==> src/rtl/cpu_types_pkg.sv <==
// Shared CPU memory-side types: RAM handshake states, data word and arbiter FSM states.
`timescale 1ns/1ps
package cpu_types_pkg;

  typedef logic [31:0] word_t;

  typedef enum logic [1:0] {
    FREE   = 2'd0,
    BUSY   = 2'd1,
    ACCESS = 2'd2,
    ERROR  = 2'd3
  } ramstate_t;

  typedef enum logic [1:0] {
    IDLE  = 2'd0,
    D_GNT = 2'd1,
    I_GNT = 2'd2
  } arb_state_t;

endpackage

==> src/rtl/mem_arbiter.sv <==
// dcache/icache arbiter for the single-ported RAM; one word per grant, dcache priority.
// Define MEMARB_FAIR_EN to let a starved icache take a grant after STARVE_LIMIT dcache grants.
`timescale 1ns/1ps
module mem_arbiter
  import cpu_types_pkg::*;
#(
  parameter int ADDR_W       = 32,
  parameter int STARVE_LIMIT = 4
) (
  input  logic              CLK,
  input  logic              nRST,
  input  logic              iREN,
  input  logic [ADDR_W-1:0] iaddr,
  output logic              iwait,
  output logic [31:0]       iload,
  input  logic              dREN,
  input  logic              dWEN,
  input  logic [ADDR_W-1:0] daddr,
  input  logic [31:0]       dstore,
  output logic              dwait,
  output logic [31:0]       dload,
  output logic              ramREN,
  output logic              ramWEN,
  output logic [ADDR_W-1:0] ramaddr,
  output logic [31:0]       ramstore,
  input  logic [31:0]       ramload,
  input  logic [1:0]        ramstate,
  output logic              mem_err
);

  arb_state_t state_q, state_d;
  logic       mem_err_q, mem_err_d;
  ramstate_t  rs;
  logic       d_req;
  logic       force_i;

  assign rs    = ramstate_t'(ramstate);
  assign d_req = dREN | dWEN;

`ifdef MEMARB_FAIR_EN
  localparam logic [2:0] STARVE_LIM = 3'(STARVE_LIMIT);
  logic [2:0] starve_q, starve_d;

  assign force_i = iREN && (starve_q == STARVE_LIM);

  always_comb begin
    starve_d = starve_q;
    if (state_q == IDLE && !iREN)
      starve_d = '0;
    else if (state_q == D_GNT && d_req && rs == ACCESS && iREN && starve_q != 3'd7)
      starve_d = starve_q + 3'd1;
    else if (state_q == I_GNT && iREN && rs == ACCESS)
      starve_d = '0;
  end

  always_ff @(posedge CLK or negedge nRST) begin
    if (!nRST) starve_q <= '0;
    else       starve_q <= starve_d;
  end
`else
  assign force_i = 1'b0;
`endif

  // RAM controls follow the live request, so a dropped request releases the RAM at once.
  always_comb begin
    state_d   = state_q;
    mem_err_d = mem_err_q;
    ramREN    = 1'b0;
    ramWEN    = 1'b0;
    ramaddr   = '0;
    ramstore  = '0;
    dwait     = 1'b1;
    iwait     = 1'b1;
    case (state_q)
      IDLE: begin
        if (force_i)   state_d = I_GNT;
        else if (d_req) state_d = D_GNT;
        else if (iREN)  state_d = I_GNT;
      end
      D_GNT: begin
        if (!d_req) begin
          state_d = IDLE;
        end else begin
          ramaddr  = daddr;
          ramWEN   = dWEN;
          ramREN   = dREN & ~dWEN;
          ramstore = dstore;
          if (rs == ACCESS) begin
            dwait   = 1'b0;
            state_d = IDLE;
          end else if (rs == ERROR) begin
            mem_err_d = 1'b1;
          end
        end
      end
      I_GNT: begin
        if (!iREN) begin
          state_d = IDLE;
        end else begin
          ramaddr = iaddr;
          ramREN  = 1'b1;
          if (rs == ACCESS) begin
            iwait   = 1'b0;
            state_d = IDLE;
          end else if (rs == ERROR) begin
            mem_err_d = 1'b1;
          end
        end
      end
      default: state_d = IDLE;
    endcase
  end

  always_ff @(posedge CLK or negedge nRST) begin
    if (!nRST) begin
      state_q   <= IDLE;
      mem_err_q <= 1'b0;
    end else begin
      state_q   <= state_d;
      mem_err_q <= mem_err_d;
    end
  end

  assign mem_err = mem_err_q;
  assign dload   = ramload;
  assign iload   = ramload;

endmodule

==> config.mk <==
export PLATFORM = sky130hd
export DESIGN_NAME = mem_arbiter
export DESIGN_NICKNAME = d
export VERILOG_FILES = /design/src/rtl/cpu_types_pkg.sv /design/src/rtl/mem_arbiter.sv
export SDC_FILE = /design/constraint.sdc
export NUM_CORES = 1
export LEC_CHECK = 0
export CAP_MARGIN = 15
export CORE_AREA = 3 3 102 104
export DETAILED_ROUTE_END_ITERATION = 8
export DIE_AREA = 0 0 105 107
export PLACE_DENSITY = 0.63
export SLEW_MARGIN = 20
export SYNTH_ARGS = -nofsm -noshare
export SYNTH_HDL_FRONTEND = slang
export SYNTH_SLANG_ARGS = --single-unit
==> constraint.sdc <==
create_clock -name CLK -period 1.6 [get_ports CLK]
set_input_delay 0.16 -clock CLK [delete_from_list [all_inputs] [get_ports CLK]]
set_output_delay 0.16 -clock CLK [all_outputs]
set_load 0.03 [all_outputs]
==> metrics.md <==
| Metric | Value |
|---|---|
| Status | complete, but fails checks |
| Failing checks | negative setup slack |
| Distinct cells, synth | 26 |
| Setup TNS | -12.11 ns |
| Clock tree buffer depth | 2 |
| Post-synth top area share | 34.34% |
| Sw power | 0.002172 W |
| Clk pin slew, worst setup/hold paths | 0.03 ns |
| RSZ-0062 raised after global routing | true |
| Filler Cell Count | 983 |
| Final Cycle Share | 115.1% |
| I/O pin count | 268 |
| Initial DRC count | 48 |
| Most common cell in the netlist | buf_4 |
| Critical path peak fanout | 7 |
| Routability cong. | 0.7420 |
| Core Area | 9639 um^2 |
| Top cells by area, synth | buf_4 34%, a22oi_1 16%, and2_1 14% |
| Number of antenna violations at the first check in global routing | 0 |
| Worst setup margin | -0.2420 ns |
| Setup-failing EPs final | 68 |
| Pin count of the biggest net entering global routing | 24 |
| Design Area, Final | 3777 um^2 |
| Num CTS Buffers | 3 |
| Max_slew headroom | 79.15% |
| Int Power | 0.002780 W |
| Max Freq | 542.9 MHz |
| Worst setup SP type | flip-flop |
| Mapped Area | 1486 um^2 |
| Vias in the first global route | 1959 |
| H-tree depth | 1 |
| Port Buffers | 171 |
| Power density over cell area | 1311 nW/um^2 |
| Worst R2R Path Depth | 8 |
| Die Y-Extent | 107 um |
| Total power | 0.004953 W |
| Clock latency on the worst-skew pair | 0.22 ns |
| Placed cells | 445 |
| Remaining Overflow, GRT | 0 |
| Diode count | 0 |
| CTS Hold Bufs | 0 |
| Die Footprint | 11240 um^2 |
| Rows | 36 |
| Sequential fraction of the synthesis area | 5.051% |
| Synth cell count leaders | 68 x buf_4, 34 x and2_1, 32 x a22oi_1, 32 x nor2b_1 |
| Seq pwr share | 2.3% |
| Starting density of the core | 15.42% |
| Ys Warns | 0 |
| Non-Filler Instances | 468 |
| FFs w/ async S/R, synth | 100.0% |
| Clk root buf | clkbuf_8 |
| Yosys reg bits | 3 |
| WP data arrival | 1.68 ns |
| Routed wire length | 7802 um |
| Die X | 105 um |
| Max rail drop VDD | 461.3 uV |
| Switching share of total power | 43.86% |
| Synth Net Count | 345 |
| Max-Cap Viols | 0 |
| EDFF count, synth | 0 |
| Layout Nets | 475 |
| Vias per cell | 4.060 |
| Yosys top cell by area | buf_4 |
| Least-Margin Pin Slew | 0.3118 ns |
| Clock power share | 4.4% |
| Synth Flop Type | dfrtp_1 |
| DP HPWL | 5082 um |
| Post-DRT Antenna Nets | 0 |
| Comb power frac | 93.2% |
| Routed len/inst | 16.67 um |
| Clock Skews | 0.0002209 ns |
| Area growth, synth to finish | 154.1% |
| CP required | 1.44 ns |
| Leakage | 1.499 nW |
| Critical path type | reg -> out |
| Avg Cell Area, Syn | 7.216 um^2 |
| Slew Viols, Final | 0 |
| First-pass GRT wire length | 10370 um |
| Final hold vios | 0 |
| DP Area | 2873 um^2 |
| Post-Synthesis Cells | 206 |
| Min cycle time layout | 1.842 ns |
| First-pass detailed-route iteration total | 4 |
| Setup crit end kind | output pin |
| Clock Sink Count | 3 |
| CTS tree | yes |
| Gr usage total | 11.42% |
| Share of post-route cells with drive strength above 1 | 62.39% |
| DRC Markers | 0 |
| Vias | 1900 |
| Worst min path class | in -> async |
-- power by group through the flow --
stage | clock, W | combinational (W) | sequential, W
after floorplan | 0 | 0.00215 | 0.000117
after global placement | 0 | 0.00312 | 0.000112
after detailed placement | 0 | 0.00315 | 0.000110
after CTS | 0.000225 | 0.00383 | 0.000113
after global routing | 0.000234 | 0.00488 | 0.000119
final | 0.000220 | 0.00462 | 0.000114
-- critical path: stages (launching register included) --
cell	delay, ns
dfrtp_1	0.40
buf_6	0.13
ha_4	0.15
o21a_4	0.13
buf_12	0.15
buf_12	0.14
a22oi_2	0.17
nor2b_2	0.06
buf_6	0.13
-- registers in the layout, summed over array words and instances (netlist names) --
register / count
state_q: 2
mem_err: 1
-- area by class of cell --
type / instances / area (um^2) / share of cell area [%]
flip-flops and latches: 3 / 75.07 / 1.987
clock buffers: 4 / 45.04 / 1.192
repair buffers: 203 / 2285 / 60.48
multi-input cells: 122 / 1195 / 31.63
well taps: 133 / 166.4 / 4.405
inverters: 3 / 11.26 / 0.2981
-- timing repair --
action / 4_1_cts / 5_1_grt
setup buffers: 3 / 6
gates resized for setup: 75 / 73
endpoints found under the setup margin: 68 / 68
pin swaps: 13 / 15
cloned: 4 / 8
-- cell usage in the layout, fill, tap and decap left out, types with 3 or more instances in the layout --
cell / count
clkbuf_16: 6
clkdlybuf4s50_1: 103
nand2_1: 4
a22oi_2: 32
buf_6: 68
buf_12: 7
and2_4: 34
dfrtp_1: 3
nor2b_2: 32
clkbuf_8: 3
buf_4: 15
-- worst paths after layout --
kind	startpoint	to	slack (ns)
min in group CLK	ramload[16]	iload[16]	0.32
max	state_q[0]$_DFFE_PN0P_	ramaddr[29]	-0.24
max in group asynchronous	nRST	state_q[1]$_DFFE_PN0P_	1.33
max reg2reg	state_q[1]$_DFFE_PN0P_	mem_err$_DFFE_PN0P_	-0.02
min	nRST	mem_err$_DFFE_PN0P_	0.13
min reg2reg	mem_err$_DFFE_PN0P_	mem_err$_DFFE_PN0P_	0.46
-- cells by family after synthesis --
logic type,after synthesis,share of synthesized area (%)
adder cells (fa/ha/maj),4,3.367
AO/OA/AOI/OAI,41,20.37
AND/OR/NAND/NOR,77,31.73
buffers and inverters,81,39.48
flip-flops,3,5.050
-- per-stage QoR --
stage / utilization, % / hold slack, ns / setup WS (ns)
final: 39.19 / 0.1275 / -0.2420
after CTS: 34.84 / 0.1311 / -0.2292
after floorplan: - / -0.1356 / -0.02848
after detailed placement: 29.80 / 0.3203 / -0.09541
after global routing: 39.19 / 0.1303 / -0.3136
after global placement: 29.80 / 0.3203 / -0.06237
-- routing by layer --
metal	up-vias	wire (um)	global-route usage (%)	part of all wire, %
met2	113	3949	21.13	51
met1	872	3099	13.08	40
met5	-	0	0	0
met4	0	168	2.812	2.2
met3	30	585	2.890	7.5
li1	885	-	-	-
No activity file was read; power rests on OpenSTA's default activity.
